[src/rtl/fact_accel_top_if.sv]
// I/O-slot bus for the factorial accelerator: word address, write strobe/data,
// combinational read data and the level done indication.
interface fact_accel_top_if #(
  parameter int DATA_WIDTH = 32
);
  logic [2:0]            A;
  logic                  WE;
  logic [DATA_WIDTH-1:0] WD;
  logic [DATA_WIDTH-1:0] RD;
  logic                  Done;

  modport master (output A, WE, WD, input RD, Done);
  modport slave  (input A, WE, WD, output RD, Done);
endinterface

[src/rtl/fact_accel_top.sv]
// Memory-mapped iterative factorial accelerator with overflow detection.
// Optional CYCLES counter at A=4 is built only when FACT_CYCLE_COUNT_EN is defined.
module fact_accel_top #(
  parameter int N_WIDTH    = 4,
  parameter int DATA_WIDTH = 32
) (
  input logic              clk,
  input logic              Rst,
  fact_accel_top_if.slave  bus
);
  localparam int PW = 2 * DATA_WIDTH;

  typedef enum logic [1:0] {IDLE, MULT, DONE} state_t;

  state_t                state, state_next;
  logic [N_WIDTH-1:0]    n_reg, cnt;
  logic                  go, go_pulse, done, err, ovf;
  logic [DATA_WIDTH-1:0] acc, result;
  logic [PW-1:0]         prod;
  logic                  busy, go_accept, prod_ovf, last_step;
`ifdef FACT_CYCLE_COUNT_EN
  logic [DATA_WIDTH-1:0] cycles;
`endif

  assign busy      = (state != IDLE);
  assign go_accept = bus.WE && (bus.A == 3'd1) && bus.WD[0] && !busy;
  assign prod      = PW'(acc) * PW'(cnt);
  assign prod_ovf  = |prod[PW-1:DATA_WIDTH];
  assign last_step = (cnt <= N_WIDTH'(1));

  always_ff @(posedge clk or posedge Rst) begin
    if (Rst) state <= IDLE;
    else     state <= state_next;
  end

  always_comb begin
    state_next = state;
    case (state)
      IDLE:    if (go_pulse) state_next = MULT;
      MULT:    if (last_step || prod_ovf) state_next = DONE;
      DONE:    state_next = IDLE;
      default: state_next = IDLE;
    endcase
  end

  always_ff @(posedge clk or posedge Rst) begin
    if (Rst) begin
      n_reg    <= '0;
      go       <= 1'b0;
      go_pulse <= 1'b0;
      done     <= 1'b0;
      err      <= 1'b0;
      ovf      <= 1'b0;
      acc      <= '0;
      cnt      <= '0;
      result   <= '0;
    end else begin
      if (bus.WE && bus.A == 3'd0) n_reg <= bus.WD[N_WIDTH-1:0];
      if (bus.WE && bus.A == 3'd1) go    <= bus.WD[0];
      go_pulse <= go_accept;
      if (go_accept) begin
        done <= 1'b0;
        err  <= 1'b0;
      end
      case (state)
        IDLE: if (go_pulse) begin
          acc <= DATA_WIDTH'(1);
          cnt <= n_reg;
        end
        MULT: if (!last_step) begin
          // overflow leaves acc untouched; DONE publishes 0 instead
          if (prod_ovf) ovf <= 1'b1;
          else begin
            acc <= prod[DATA_WIDTH-1:0];
            cnt <= cnt - N_WIDTH'(1);
          end
        end
        DONE: begin
          result <= ovf ? '0 : acc;
          done   <= 1'b1;
          err    <= ovf;
          ovf    <= 1'b0;
        end
        default: ;
      endcase
    end
  end

`ifdef FACT_CYCLE_COUNT_EN
  always_ff @(posedge clk or posedge Rst) begin
    if (Rst)                cycles <= '0;
    else if (go_accept)     cycles <= '0;
    else if (state == MULT) cycles <= cycles + DATA_WIDTH'(1);
  end
`endif

  always_comb begin
    bus.RD = '0;
    case (bus.A)
      3'd0: bus.RD = DATA_WIDTH'(n_reg);
      3'd1: bus.RD = DATA_WIDTH'({busy, go});
      3'd2: bus.RD = DATA_WIDTH'({busy, err, done});
      3'd3: bus.RD = result;
`ifdef FACT_CYCLE_COUNT_EN
      3'd4: bus.RD = cycles;
`endif
      default: bus.RD = '0;
    endcase
  end

  assign bus.Done = done;
endmodule

[src/flat_wrapper.sv]
// flat-port wrapper written by rule: the top's interface ports become plain ports
module fact_accel_top_flat 
#(
  parameter int N_WIDTH    = 4,
  parameter int DATA_WIDTH = 32
)
  (clk, Rst, bus_A, bus_WE, bus_WD, bus_RD, bus_Done);
  fact_accel_top_if #(.DATA_WIDTH(DATA_WIDTH)) bus_i ();
  input logic clk;
  input logic Rst;
  input wire logic [$bits(bus_i.A)-1:0] bus_A;
  input wire logic [$bits(bus_i.WE)-1:0] bus_WE;
  input wire logic [$bits(bus_i.WD)-1:0] bus_WD;
  output wire logic [$bits(bus_i.RD)-1:0] bus_RD;
  output wire logic [$bits(bus_i.Done)-1:0] bus_Done;
  assign bus_i.A = bus_A;
  assign bus_i.WE = bus_WE;
  assign bus_i.WD = bus_WD;
  assign bus_RD = bus_i.RD;
  assign bus_Done = bus_i.Done;
  fact_accel_top #(.N_WIDTH(N_WIDTH), .DATA_WIDTH(DATA_WIDTH)) u_core (.clk(clk), .Rst(Rst), .bus(bus_i));
endmodule
[config.mk]
export PLATFORM = sky130hd
export DESIGN_NAME = fact_accel_top_flat
export DESIGN_NICKNAME = d
export VERILOG_FILES = /design/src/rtl/fact_accel_top_if.sv /design/src/rtl/fact_accel_top.sv /design/src/flat_wrapper.sv
export SDC_FILE = /design/constraint.sdc
export NUM_CORES = 1
export LEC_CHECK = 0
export BUFFER_PORTS_ARGS = -buffer_cell sky130_fd_sc_hd__buf_4
export CORE_UTILIZATION = 50
export DETAILED_ROUTE_END_ITERATION = 16
export GPL_TIMING_DRIVEN = 0
export PLACE_DENSITY = 0.69
export SYNTH_ARGS = -nofsm -noshare
export SYNTH_HDL_FRONTEND = slang
export SYNTH_SLANG_ARGS = --single-unit
[constraint.sdc]
create_clock -name clk -period 6.6 [get_ports clk]
set_input_delay 0.66 -clock clk [delete_from_list [all_inputs] [get_ports clk]]
set_output_delay 0.66 -clock clk [all_outputs]
set_load 0.02 [all_outputs]
**Yosys cells after proc, flatten, opt, wreduce, memory -nomap -nowiden**

Cells that the tools add are included.

- Register bits after elaboration: 79
- Input bits: 38
- Output and inout bits: 33
- Word-level logic and storage cells: 58

- Add/subtract/negate cells: 1
- $mul: 1
- Magnitude comparators: 1
- Equality and inequality tests: 10
- Multiplexer cells: 19
- Reductions and logical operators: 16

Operators with widths:

| cell | number |
|---|---|
| $mux 32 | 4 |
| $pmux 32 s4 | 1 |
| $pmux 32 s2 | 1 |
| $mul 32x4->36 | 1 |
| $mux 4 | 3 |
| $pmux 4 s2 | 1 |
| $reduce_bool 2->1 | 4 |
| $eq 3x2->1 const B | 2 |
| $ne 2x1->1 const B | 3 |
| $mux 1 | 5 |
| $le 4x1->1 const B | 1 |
| $logic_and 1x1->1 | 4 |
| $mux 2 | 2 |
| $ne 2x2->1 const B | 2 |
| $pmux 2 s2 | 1 |
| $reduce_and 4->1 | 1 |
| $reduce_or 4->1 | 1 |
| $sub 4x1->4 const B | 1 |
| $eq 3x1->1 const B | 1 |
| $logic_not 3->1 | 1 |
| $reduce_and 3->1 | 1 |
| $eq 2x1->1 const B | 1 |
| $eq 2x2->1 const B | 1 |
| $logic_not 2->1 | 1 |
| other kinds (4) | 4 |

**Logic depth before layout (Yosys ltp)**

- Depth in word-level cells: 6
- Gate-level depth with buffers: 19
- Gate-level depth less buffers: 15

**Least setup slack after synthesis**

No wires, ideal clock.

- Path kind: register to register
- Start point: register u_core.cnt[2]
- End point: register u_core.acc[1]
- Library setup time: 0.119 ns
- Arrival time: 4.484 ns
- Required time: 6.481 ns
- Setup slack: 1.997 ns
- Stages on the path, launching flop included: 18
- Cell sequence: dfrtp_1 clkbuf_1 clkbuf_1 nand2_1 fa_1 inv_1 fa_1 ha_1 a211oi_2 o211ai_2 a21oi_4 a31oi_4 a311oi_2 a221oi_2 a2111oi_4 o21ai_4 buf_6 o2bb2ai_2

- Cells in the longest elaborated chain, start to end: 4
- Elaborated cells between the ends (all ways): 6
- Those cells by class: mul: 1; order compare: 1; eq/ne: 2; reduce/logical: 2

Ends and longest elaborated chain:

| what | line | text |
|---|---|---|
| start: declaration | fact_accel_top.sv:16 | `logic [N_WIDTH-1:0] n_reg, cnt;` |
| start signal: assignment | fact_accel_top.sv:68 | `cnt <= n_reg;` |
| start signal: assignment | fact_accel_top.sv:75 | `cnt <= cnt - N_WIDTH'(1);` |
| $mul 32x4->36 | fact_accel_top.sv:27 | `assign prod = PW'(acc) * PW'(cnt);` |
| $reduce_or 4->1 | fact_accel_top.sv:28 | `assign prod_ovf = \|prod[PW-1:DATA_WIDTH];` |
| $ne 2x2->1 (no line) | - |  |
| $reduce_and 4->1 (no line) (*) | - |  |
| end signal: assignment | fact_accel_top.sv:74 | `acc <= prod[DATA_WIDTH-1:0];` |
| end: declaration | fact_accel_top.sv:18 | `logic [DATA_WIDTH-1:0] acc, result;` |

Every way passes the cells marked *; elsewhere a longest branch is shown, timed or not.
A chain may end at the register's enable or synchronous reset.

**Final worst setup path**

- Start point: register u_core.cnt[2]
- End point: register u_core.acc[15]

- Cells in the longest elaborated chain, start to end: 4
- Elaborated cells between the ends (all ways): 9
- Those cells by class: mul: 1; order compare: 1; eq/ne: 2; mux: 3; reduce/logical: 2

Ends and longest elaborated chain:

| what | line |
|---|---|
| $mul 32x4->36 | fact_accel_top.sv:27 |
| $reduce_or 4->1 / $mux 32 (equally long branches) | fact_accel_top.sv:28, fact_accel_top.sv:72 |
| $ne 2x2->1 (no line) / $mux 32 (equally long branches) | - |
| $reduce_and 4->1 (no line) / $pmux 32 s2 (equally long branches) | - |

Several ways; a longest one is shown, not always the timed one. The select of a mux whose other input is x is not followed.

==> impl_metrics.yaml <==
outcome:
  status: "finished clean"
layout:
  layout_cell_share_with_drive_strength_beyond_1_pct: 13.6
  areaGrowthSynthToFinish_pct: 11.6
  largest_registers: "u_core.acc: 32 flops, u_core.result: 32 flops"
  n_antenna_cell: 0
  multi_input_comb_area_um2: 5310
  storage_element_area_um2: 1980
  finalNonFillerCells: 1183
  fillers: 1449
  fin_nets: 1107
setup_path:
  rr_worst_depth: 17
  slowest_stage: "a2111oi_4"
  startpoint: "u_core.cnt[2]$_DFFE_PP0P_"
  cpMostUsedCell: "fa_1"
  critical_path_class: "reg2reg"
  cp_num_cells: 17
  timing.critical_path.max_delay_family: "compound AO/OA/AOI/OAI gates"
  cp_data_required_time_ns: 6.83
  timing.critical_path.arrival_ns: 5.90
  rr_startpoint: "u_core.cnt[2]$_DFFE_PP0P_"
  worst_setup_path_end_kind: "flop"
  critical_path.startpoint_type: "flop"
  worstPathBufferInverterCount: 4
  crit_fanout: 10
  path_cells: "clkbuf_1 -> clkbuf_1 -> nand2_1 -> fa_1 -> inv_1 -> fa_1 -> fa_1 -> a211oi_2 -> o21ai_2 -> a31oi_2 -> nor3_1 -> a211oi_1 -> xnor2_1 -> a2111oi_4 -> o21ai_4 -> buf_6 -> o2bb2ai_2"
  critical_path.max_stage_delay_ns: 0.72
  worst-r2r-setup-slack_ns: 0.92
placed_design:
  finalWeightedCongestion: 0.864
  io_buffers: 41
  place_ws_ns: 0.997
  post_detailed_placement_half_perimeter_wirelength_mm: 15.4
  place_inst: 1167
power:
  power-per-cell-area_nw_per_um2: 406
  share_comb_of_total_power_pct: 61.9
  power.internal_mw: 1.80
  power.total_mw: 3.61
  power.net_switching_mw: 1.80
  cellLeakagePower_nw: 4.16
  swShare_pct: 50.0
  worst_ir_drop_vdd_mv: 0.167
  clock_power_share_pct: 15.1
  seq_power_share_pct: 22.9
yosys:
  main_combinational_cell_family_by_area_after_synthesis: "adder cells"
  synth_xor_area_share_pct: 3.30
  postSynthNetCount: 1054
  synth_edf_count: 0
  yosysWarningCount: 0
  syn_inst: 914
  seq_area_frac_synth_pct: 24.8
  synth.mux.area_fraction_pct: 1.26
  yosysUniqueCellTypes: 70
  synth_simple_gate_area_share_pct: 21.6
  dominantRegCellSynth: "dfrtp_1"
  synth_compound_gate_area_share_pct: 18.7
  yosys.area_share.adder_pct: 21.7
  postSynthAreaPerCell_um2: 8.72
  async_flop_share_pct: 100
  syn-cell-area_um2: 7970
  ys_seq_elements: 79
worst_hold_path:
  hold_class: "in2async"
die:
  die_area_um2: 16500
  fp.dieW_um: 128
  fp.dieH_um: 128
  starting_density_of_the_core_pct: 51.9
  pin_count: 71
  fp-row-count: 45
  coreArea_um2: 15400
detailed_routing:
  drt_first_pass_iters: 5
  ant_nets: 0
  initialDrtViolationCount: 341
  detail_route.wl_per_cell_um: 16.2
  vias: 6374
  routed_via_density: 5.39
  drcViolationCount: 0
  routed_wl_mm: 19.2
clock_network:
  clock_root_cell: "clkbuf_16"
  cts_resized: 0
  maximum_count_of_clock_buffers_along_a_single_path: 2
  cts.reportedPaths.clkPinSlew_ns: 0.06
  tritoncts: "yes"
  postCtsHoldBufs: 0
  postCtsSetupBuffers: 0
  cts.htree.levels: 3
  cts.sink_count: 79
  number_of_buffers_added_by_the_clock_tree_synthesis_step: 9
  insertion_delay_ns: 0.34
timing:
  post_layout_min_period_ns: 5.68
  timing_worst_slew_pin_value_ns: 1.07
  layout_setup_ws_ns: 0.923
  relSlewSlack_pct: 28.2
  layout_worst_path_cycle_share_pct: 86.0
  grt_setup_unrepaired: "false"
  setup-tns-final_ns: 0
  timing.clock.skew_ns: 0.00543
  maxSlewViolCount: 0
  final-setup-viol-count: 0
  achievable-frequency_ghz: 0.176
  endpoints_failing_hold: 0
grt:
  first_global_vias: 6209
  grtUsageTotal_pct: 24.8
  grt_antenna_before_repair: 0
  grt_first_pass_wirelength_mm: 31.7
  globalRouteOverflowTotal: 0
  largest_net_degree_at_the_start_of_global_routing: 50
run:
  cap_violations: 0
[power by group through the flow]
stage / Clock, mW / Sequential, mW / Combinational (mW)
after floorplan: 0 / 0.758 / 1.71
after global placement: 0 / 0.828 / 2.18
after detailed placement: 0 / 0.831 / 2.21
after CTS: 0.548 / 0.822 / 2.23
after global routing: 0.566 / 0.850 / 2.50
final: 0.545 / 0.828 / 2.24
[cells in the final DEF, fill, tap and decap left out, types with 6 or more instances in the layout]
| master | count |
|---|---|
| a211oi_1 | 9 |
| a21oi_1 | 45 |
| and2_1 | 121 |
| buf_4 | 42 |
| buf_6 | 7 |
| clkbuf_1 | 27 |
| clkbuf_16 | 9 |
| dfrtp_1 | 79 |
| fa_1 | 60 |
| ha_1 | 42 |
| inv_1 | 121 |
| mux2_2 | 6 |
| nand2_1 | 140 |
| nand3_1 | 10 |
| nand4_1 | 7 |
| nor2_1 | 29 |
| nor3_1 | 9 |
| o21ai_0 | 54 |
| o2bb2ai_2 | 29 |
| xnor2_1 | 15 |
| xor2_1 | 15 |
[metal layers]
layer | up-vias | GRT usage, % | wire [µm]
li1 | 3094 | - | -
met1 | 3091 | 35.7 | 9300
met2 | 165 | 38.5 | 8510
met3 | 24 | 3.42 | 965
met4 | 0 | 8.10 | 399
met5 | - | 0 | 0
[cell usage after synthesis, drive strengths merged (2+ instances only)]
| master | instances | area [µm²] |
|---|---|---|
| o21ai | 61 | 320 |
| nand2b | 2 | 12.5 |
| o21a | 3 | 22.5 |
| mux2 | 6 | 67.6 |
| nor2b | 4 | 27.5 |
| fa | 60 | 1200 |
| o21bai | 2 | 15.0 |
| nor2 | 29 | 109 |
| nor4 | 6 | 52.6 |
| inv | 123 | 462 |
| o22ai | 2 | 12.5 |
| and3 | 3 | 20.0 |
| clkbuf | 27 | 103 |
| nor3 | 9 | 45.0 |
| buf | 17 | 126 |
| xor2 | 15 | 131 |
| a211oi | 11 | 92.6 |
| a21o | 6 | 46.3 |
| ha | 42 | 526 |
| o2bb2ai | 31 | 453 |
| and4 | 2 | 17.5 |
| a22oi | 4 | 35.0 |
| xnor2 | 15 | 131 |
| dfrtp | 79 | 1980 |
| nand2 | 141 | 532 |
| o211ai | 6 | 55.1 |
| a31oi | 4 | 46.3 |
| a21oi | 48 | 267 |
| nand4 | 8 | 56.3 |
| and2 | 121 | 757 |
| nand3 | 11 | 67.6 |
[kinds of logic after synthesis]
family	after synthesis
compound gates	189
flops	79
xor+xnor	30
mux	8
fa+ha+maj	102
buf+inv	167
simple gates	339
[cell type report]
cell class,count,share of cell area [%]
Tap cell,211,2.97
Clock inverter,6,1.04
Buffer,44,2.57
Sequential cell,79,22.2
Clock buffer,10,2.57
Timing Repair Buffer,42,3.77
Inverter,123,5.22
Multi-Input combinational cell,668,59.6
[per-stage QoR]
step	cell area (µm²)	util, %	hold WS, ns
floorplan	7970	-	0.442
global placement	8550	55.6	0.452
detailed placement	8580	55.8	0.462
CTS	8900	57.9	0.335
global route	8900	57.9	0.357
finish	8900	57.9	0.323
[final timing paths]
path,endpoint
max,u_core.acc[15]$_DFFE_PP0P_
min,u_core.result[27]$_DFFE_PP0P_
max reg2reg,u_core.acc[15]$_DFFE_PP0P_
min reg2reg,u_core.result[30]$_DFFE_PP0P_
max in group asynchronous,u_core.result[1]$_DFFE_PP0P_
min in group clk,u_core.result[30]$_DFFE_PP0P_
No activity file was read; power rests on OpenSTA's default activity.
